$ cat src/rtl/baccarat_ctrl.sv
// Baccarat dealing controller: sequences the six card-load strobes, applies
// the third-card rules to the datapath scores and drives the win lights.
module baccarat_ctrl (
  input  logic       slow_clock,
  input  logic       resetb,
  input  logic [3:0] pscore,
  input  logic [3:0] dscore,
  input  logic [3:0] pcard3,
  output logic       load_pcard1,
  output logic       load_pcard2,
  output logic       load_pcard3,
  output logic       load_dcard1,
  output logic       load_dcard2,
  output logic       load_dcard3,
  output logic       player_win_light,
  output logic       dealer_win_light
);

  // state  | meaning
  // IDLE   | after reset, nothing dealt
  // P1     | loading player card 1
  // D1     | loading dealer card 1
  // P2     | loading player card 2
  // D2     | loading dealer card 2
  // EVAL_P | four cards dealt, decide natural / player draw / dealer draw
  // P3     | loading player card 3
  // EVAL_D | player drew, apply dealer third-card table
  // D3     | loading dealer card 3
  // DONE   | game over, lights follow the live scores
  typedef enum logic [3:0] {
    S_IDLE   = 4'd0,
    S_P1     = 4'd1,
    S_D1     = 4'd2,
    S_P2     = 4'd3,
    S_D2     = 4'd4,
    S_EVAL_P = 4'd5,
    S_P3     = 4'd6,
    S_EVAL_D = 4'd7,
    S_D3     = 4'd8,
    S_DONE   = 4'd9
  } state_t;

  state_t state_q, state_d;

  logic       natural;
  logic       dealer_draw;
  logic [3:0] pc3_face;

  always_ff @(posedge slow_clock or negedge resetb) begin
    if (!resetb) state_q <= S_IDLE;
    else         state_q <= state_d;
  end

  // Tens and court cards (and the "not dealt" code 0) are worth nothing.
  always_comb begin
    natural  = (pscore == 4'd8) || (pscore == 4'd9) ||
               (dscore == 4'd8) || (dscore == 4'd9);
    pc3_face = ((pcard3 >= 4'd1) && (pcard3 <= 4'd9)) ? pcard3 : 4'd0;
    case (dscore)
      4'd0, 4'd1, 4'd2: dealer_draw = 1'b1;
      4'd3:             dealer_draw = (pc3_face != 4'd8);
      4'd4:             dealer_draw = (pc3_face >= 4'd2) && (pc3_face <= 4'd7);
      4'd5:             dealer_draw = (pc3_face >= 4'd4) && (pc3_face <= 4'd7);
      4'd6:             dealer_draw = (pc3_face >= 4'd6) && (pc3_face <= 4'd7);
      default:          dealer_draw = 1'b0;
    endcase
  end

  always_comb begin
    state_d = S_IDLE;
    case (state_q)
      S_IDLE: state_d = S_P1;
      S_P1:   state_d = S_D1;
      S_D1:   state_d = S_P2;
      S_P2:   state_d = S_D2;
      S_D2:   state_d = S_EVAL_P;
      // Out-of-range scores fall through every test below, i.e. that side stands.
      S_EVAL_P: begin
        if (natural)                state_d = S_DONE;
        else if (pscore <= 4'd5)    state_d = S_P3;
        else if (dscore <= 4'd5)    state_d = S_D3;
        else                        state_d = S_DONE;
      end
      S_P3:     state_d = S_EVAL_D;
      S_EVAL_D: state_d = dealer_draw ? S_D3 : S_DONE;
      S_D3:     state_d = S_DONE;
      S_DONE:   state_d = S_DONE;
      default:  state_d = S_IDLE;
    endcase
  end

  always_comb begin
    load_pcard1      = 1'b0;
    load_pcard2      = 1'b0;
    load_pcard3      = 1'b0;
    load_dcard1      = 1'b0;
    load_dcard2      = 1'b0;
    load_dcard3      = 1'b0;
    player_win_light = 1'b0;
    dealer_win_light = 1'b0;
    case (state_q)
      S_P1: load_pcard1 = 1'b1;
      S_D1: load_dcard1 = 1'b1;
      S_P2: load_pcard2 = 1'b1;
      S_D2: load_dcard2 = 1'b1;
      S_P3: load_pcard3 = 1'b1;
      S_D3: load_dcard3 = 1'b1;
      S_DONE: begin
        player_win_light = (pscore >= dscore);
        dealer_win_light = (dscore >= pscore);
      end
      default: ;
    endcase
  end

endmodule

$ cat config.mk
export PLATFORM = sky130hd
export DESIGN_NAME = baccarat_ctrl
export DESIGN_NICKNAME = d
export VERILOG_FILES = /design/src/rtl/baccarat_ctrl.sv
export SDC_FILE = /design/constraint.sdc
export NUM_CORES = 1
export LEC_CHECK = 0
export CELL_PAD_IN_SITES_DETAIL_PLACEMENT = 0
export CELL_PAD_IN_SITES_GLOBAL_PLACEMENT = 2
export CORE_MARGIN = 2
export CORE_UTILIZATION = 20
export CTS_BUF_LIST = sky130_fd_sc_hd__clkbuf_16
export CTS_CLUSTER_DIAMETER = 40
export DETAILED_ROUTE_END_ITERATION = 7
export GPL_ROUTABILITY_DRIVEN = 0
export GPL_TIMING_DRIVEN = 0
export HOLD_SLACK_MARGIN = 0.05
export PLACE_DENSITY = 0.8
export SLEW_MARGIN = 20
export SYNTH_ARGS = -nofsm -noshare
export SYNTH_HDL_FRONTEND = slang
export SYNTH_SLANG_ARGS = --single-unit
$ cat constraint.sdc
create_clock -name slow_clock -period 1.75 [get_ports slow_clock]
set_clock_uncertainty 0.05 [all_clocks]
set_input_delay 0.35 -clock slow_clock [delete_from_list [all_inputs] [get_ports slow_clock]]
set_output_delay 0.35 -clock slow_clock [all_outputs]
set_load 0.02 [all_outputs]
## After elaboration in Yosys (flattened, before gate mapping)

Index checks and enable logic that the tools add are counted.

- $lt $le $gt $ge: 10
- Equality and inequality tests: 20
- Mux-type cells: 15
- Reductions and logical operators: 11

Operators by type and width:

| cell | number |
|---|---|
| case mux 4 bit (9 select lines) | 1 |
| equality test 4 x 3 -> 1 bit (second input constant) | 7 |
| equality test 4 bit (second input constant) | 6 |
| equality test 4 x 2 -> 1 bit (second input constant) | 4 |
| <= comparator 4 x 3 -> 1 bit (second input constant) | 3 |
| 2-to-1 mux 4 bit | 3 |
| 2-to-1 mux 1 bit | 10 |
| equality test 4 x 1 -> 1 bit (second input constant) | 2 |
| >= comparator 4 x 3 -> 1 bit (second input constant) | 2 |
| >= comparator 4 bit | 2 |
| zero test 4 bit | 2 |
| case mux 1 bit (5 select lines) | 1 |
| >= comparator 4 x 1 -> 1 bit (second input constant) | 1 |
| >= comparator 4 x 2 -> 1 bit (second input constant) | 1 |
| <= comparator 4 bit (second input constant) | 1 |
| logical AND 1 bit | 4 |
| inequality test 4 bit (second input constant) | 1 |
| logical OR 1 bit | 3 |
| OR reduction 3 bit | 1 |
| OR reduction 2 bit | 1 |

- Flip-flop bits (word level): 4
- Bits of input ports: 14
- Output and inout bits: 8
- Logic and storage cells: 57

## Longest topological paths before layout

- Depth after elaboration: 8
- Gate-level depth with buffers: 6
- Mapped depth without buffers: 6

## Worst setup path after synthesis

OpenSTA, ideal clock, no wires.

- Kind: input -> output
- Start: input port pscore[1]
- End: output port dealer_win_light
- Data arrival time: 1.583 ns
- Required time: 1.350 ns
- Setup slack: -0.233 ns
- Stages on the path: 6
- Buffers on the path: 0
- Cell sequence: inv_1 -> ha_1 -> nor2b_1 -> o21a_1 -> o21ai_1 -> a311oi_1

- Cells in the longest elaborated chain, start to end: 2

Ends and longest elaborated chain:

| what | RTL line | RTL |
|---|---|---|
| from (decl) | 6 | `input logic [3:0] pscore,` |
| >= comparator 4 bit | 110 | `dealer_win_light = (dscore >= pscore);` |
| 2-to-1 mux 1 bit | 101 | `case (state_q)` |
| to (decl) | 16 | `output logic dealer_win_light` |

Every way passes these cells.

## Worst setup path in the final report

Ends and elaborated chain as after synthesis.

==> results.yml <==
layout:
  drive_gt1_frac: 0.4900
  antenna-diode-count: 0
  seqCellArea_um2: 101.3
  regMostFlops: "state_q"
  synthToLayoutAreaGrowth_pct: 87.95
  nets: 120
  n_fill_cell: 246
  stdcell_area_um2: 917.1
  largest_reg_flops: 4
  reg_top3: "state_q: 4 flops"
  multi_input_comb_area_um2: 422.9
route:
  wl_per_cell_um: 11.05
  vias: 594
  drtIter0Drc: 14
  routed_wl_mm: 1.414
  vias_per_cell: 4.641
  drt-pass1-iter-count: 4
  drc: 0
  postRouteAntennaNets: 0
yosys:
  synth-edff-count: 0
  synth_ff_type: "dfrtp_1"
  synth_common_cells: "o21ai_0, inv_1, nor3_1"
  ys_types: 27
  synth_nets: 84
  synth_top_area_cell: "dfrtp_1"
  syn_inst: 66
  avgSynthCellArea_um2: 7.393
  synth_top_area_share: 0.2051
  yosysWarningCount: 0
  ys_async_sr_fraction: 1.000
  ys_seq_area_frac: 0.2051
  syn-cell-area_um2: 488.0
  synth-seq-cells: 4
  ys_top_cells_by_area: "dfrtp_1, ha_1, o21ai_0"
  yosysMostFrequentCell: "o21ai_0"
setup_path:
  r2r_slack_ps: 470
  rr_worst_depth: 4
  r2r-start: "state_q[1]"
  critPathKind: "input port to output port"
  critPathCaptureType: "output port"
  worstSetupStartpointType: "input port"
  startpoint: "pscore[1]"
  cp.arrival_ps: 1420
  cp.required_ps: 1350
  worstPathMaxFanout: 2
  r2r_end: "state_q[0]"
global_routing:
  grt_overflow: 0
  antenna_found_initial: 0
  grt_max_degree: 11
  grt_usage: 0.1094
  grt_pass1_vias: 553
  grt_pass1_wl_mm: 2.242
placement:
  dpl_cell_area_um2: 739.5
  dpl.hpwl_mm: 1.003
  portBuffers: 21
  preCtsSetupSlack_ps: -1089
run_status:
  outcome: "finished, violations left"
  violations: "negative setup slack"
clock_network:
  h-tree-depth: 1
  clkSinkCount: 4
  root_buffer: "clkbuf_16"
  cts_max_path_buffers: 2
  worst_skew_pair.late_latency_ps: 220
  numCtsBuffers: 3
  cts_tree: "yes"
  clk_transition_reported_paths_ps: 30
die:
  core_area_um2: 2255
  io_pins: 22
  dieArea_um2: 2851
  die_w_um: 53.40
  start_util: 0.2164
  die_h_um: 53.40
  rows: 17
flow_run:
  drv_cap: 0
pwr:
  irDropWorstVdd_v: 0.0007140
  powerDensity_nw_per_um2: 1191
  p_leak_nw: 0.4170
min_path:
  hp-class: "input port to asynchronous set/reset pin"
timing:
  finalCritPeriodShare: 1.040
  relSlewSlack: 0.8141
  finalCriticalPeriod_ps: 1820
  setup_viol: 2
  tightest_slew_ps: 274.5
  rsz0062_at_grt: "yes"
  fmax_ghz: 0.5496
  maxSlewViolCount: 0
  timing.final.ws_setup_ps: -69.62
  hold_viol_final: 0
## area by class of cell
type                    count  share of cell area
plain buffers               3             0.01910
clock buffers               3             0.08186
inverters                   6             0.03001
multi-input cells          53              0.4611
flip-flops and latches      4              0.1105
well taps                  28             0.03820
repair buffers             31              0.2592
## per-stage QoR
| step | hold slack (ps) | power (mW) | setup TNS [ps] | cells | util |
|---|---|---|---|---|---|
| after CTS | 281.7 | 1.093 | -203.8 | 127 | 0.4118 |
| after global placement | 506.2 | 0.7323 | -2586 | 115 | 0.3280 |
| after global routing | 300.9 | 1.177 | -207.7 | 128 | 0.4068 |
| final | 279.4 | 1.092 | -127.5 | 128 | 0.4068 |
| after detailed placement | 515.7 | 0.7287 | -2587 | 115 | 0.3280 |
| after floorplan | 4.409 | 0.5301 | 0 | 66 | - |
## worst max-delay path: stages
cell and delay (ps):
buf_8 100, inv_6 50, ha_4 200, nor2b_4 120, o21a_1 170, o21ai_2 150
a311oi_2 110, buf_4 170
## logic make-up (layout without fill, tap and decap cells)
| logic type | Yosys count | count (layout) | synth area share |
|---|---|---|---|
| and+or+nand+nor | 30 | 30 | 0.3641 |
| AOI/OAI and AO/OA | 19 | 19 | 0.2513 |
| buffers and inverters | 9 | 43 | 0.07691 |
| adders and majority gates | 4 | 4 | 0.1026 |
| DFF | 4 | 4 | 0.2051 |
## metal layers
metal	vias to the layer above	share of wire	track usage
met4	0	0	0.05128
met3	0	0.066	0.02825
met5	-	0	0
met1	268	0.46	0.1347
li1	306	-	-
met2	20	0.47	0.1749
## where the power goes
part | internal, mW | switching, mW | leakage [nW] | total (mW)
Combinational | 0.247 | 0.312 | 0.331 | 0.558
Clock | 0.292 | 0.0624 | 0.0370 | 0.354
Sequential | 0.138 | 0.0421 | 0.0489 | 0.180
## how the worst max path moves through the flow
stage               slack [ps]  cells after the start               end
floorplan                    2                      6  dealer_win_light
global placement         -1090                      7  player_win_light
detailed placement       -1090                      7  player_win_light
CTS                       -120                      7  dealer_win_light
global route              -120                      7  dealer_win_light
finish                     -70                      8  dealer_win_light
## cell usage in the layout, fill, tap and decap left out, types with 4 or more instances in the layout
cell and count:
buf_2 11, buf_4 10, clkdlybuf4s50_1 5, ha_4 4, nand2b_1 5, nor2_1 5, nor3_1 5, o21ai_0 7
## timing repair
action	4_1_cts	5_1_grt
pin swaps	7	6
setup endpoints to repair	8	7
resized for setup	72	19
setup buffers	9	1
hold buffers	0	0
Note: power is estimated with default switching activity, not from simulation.
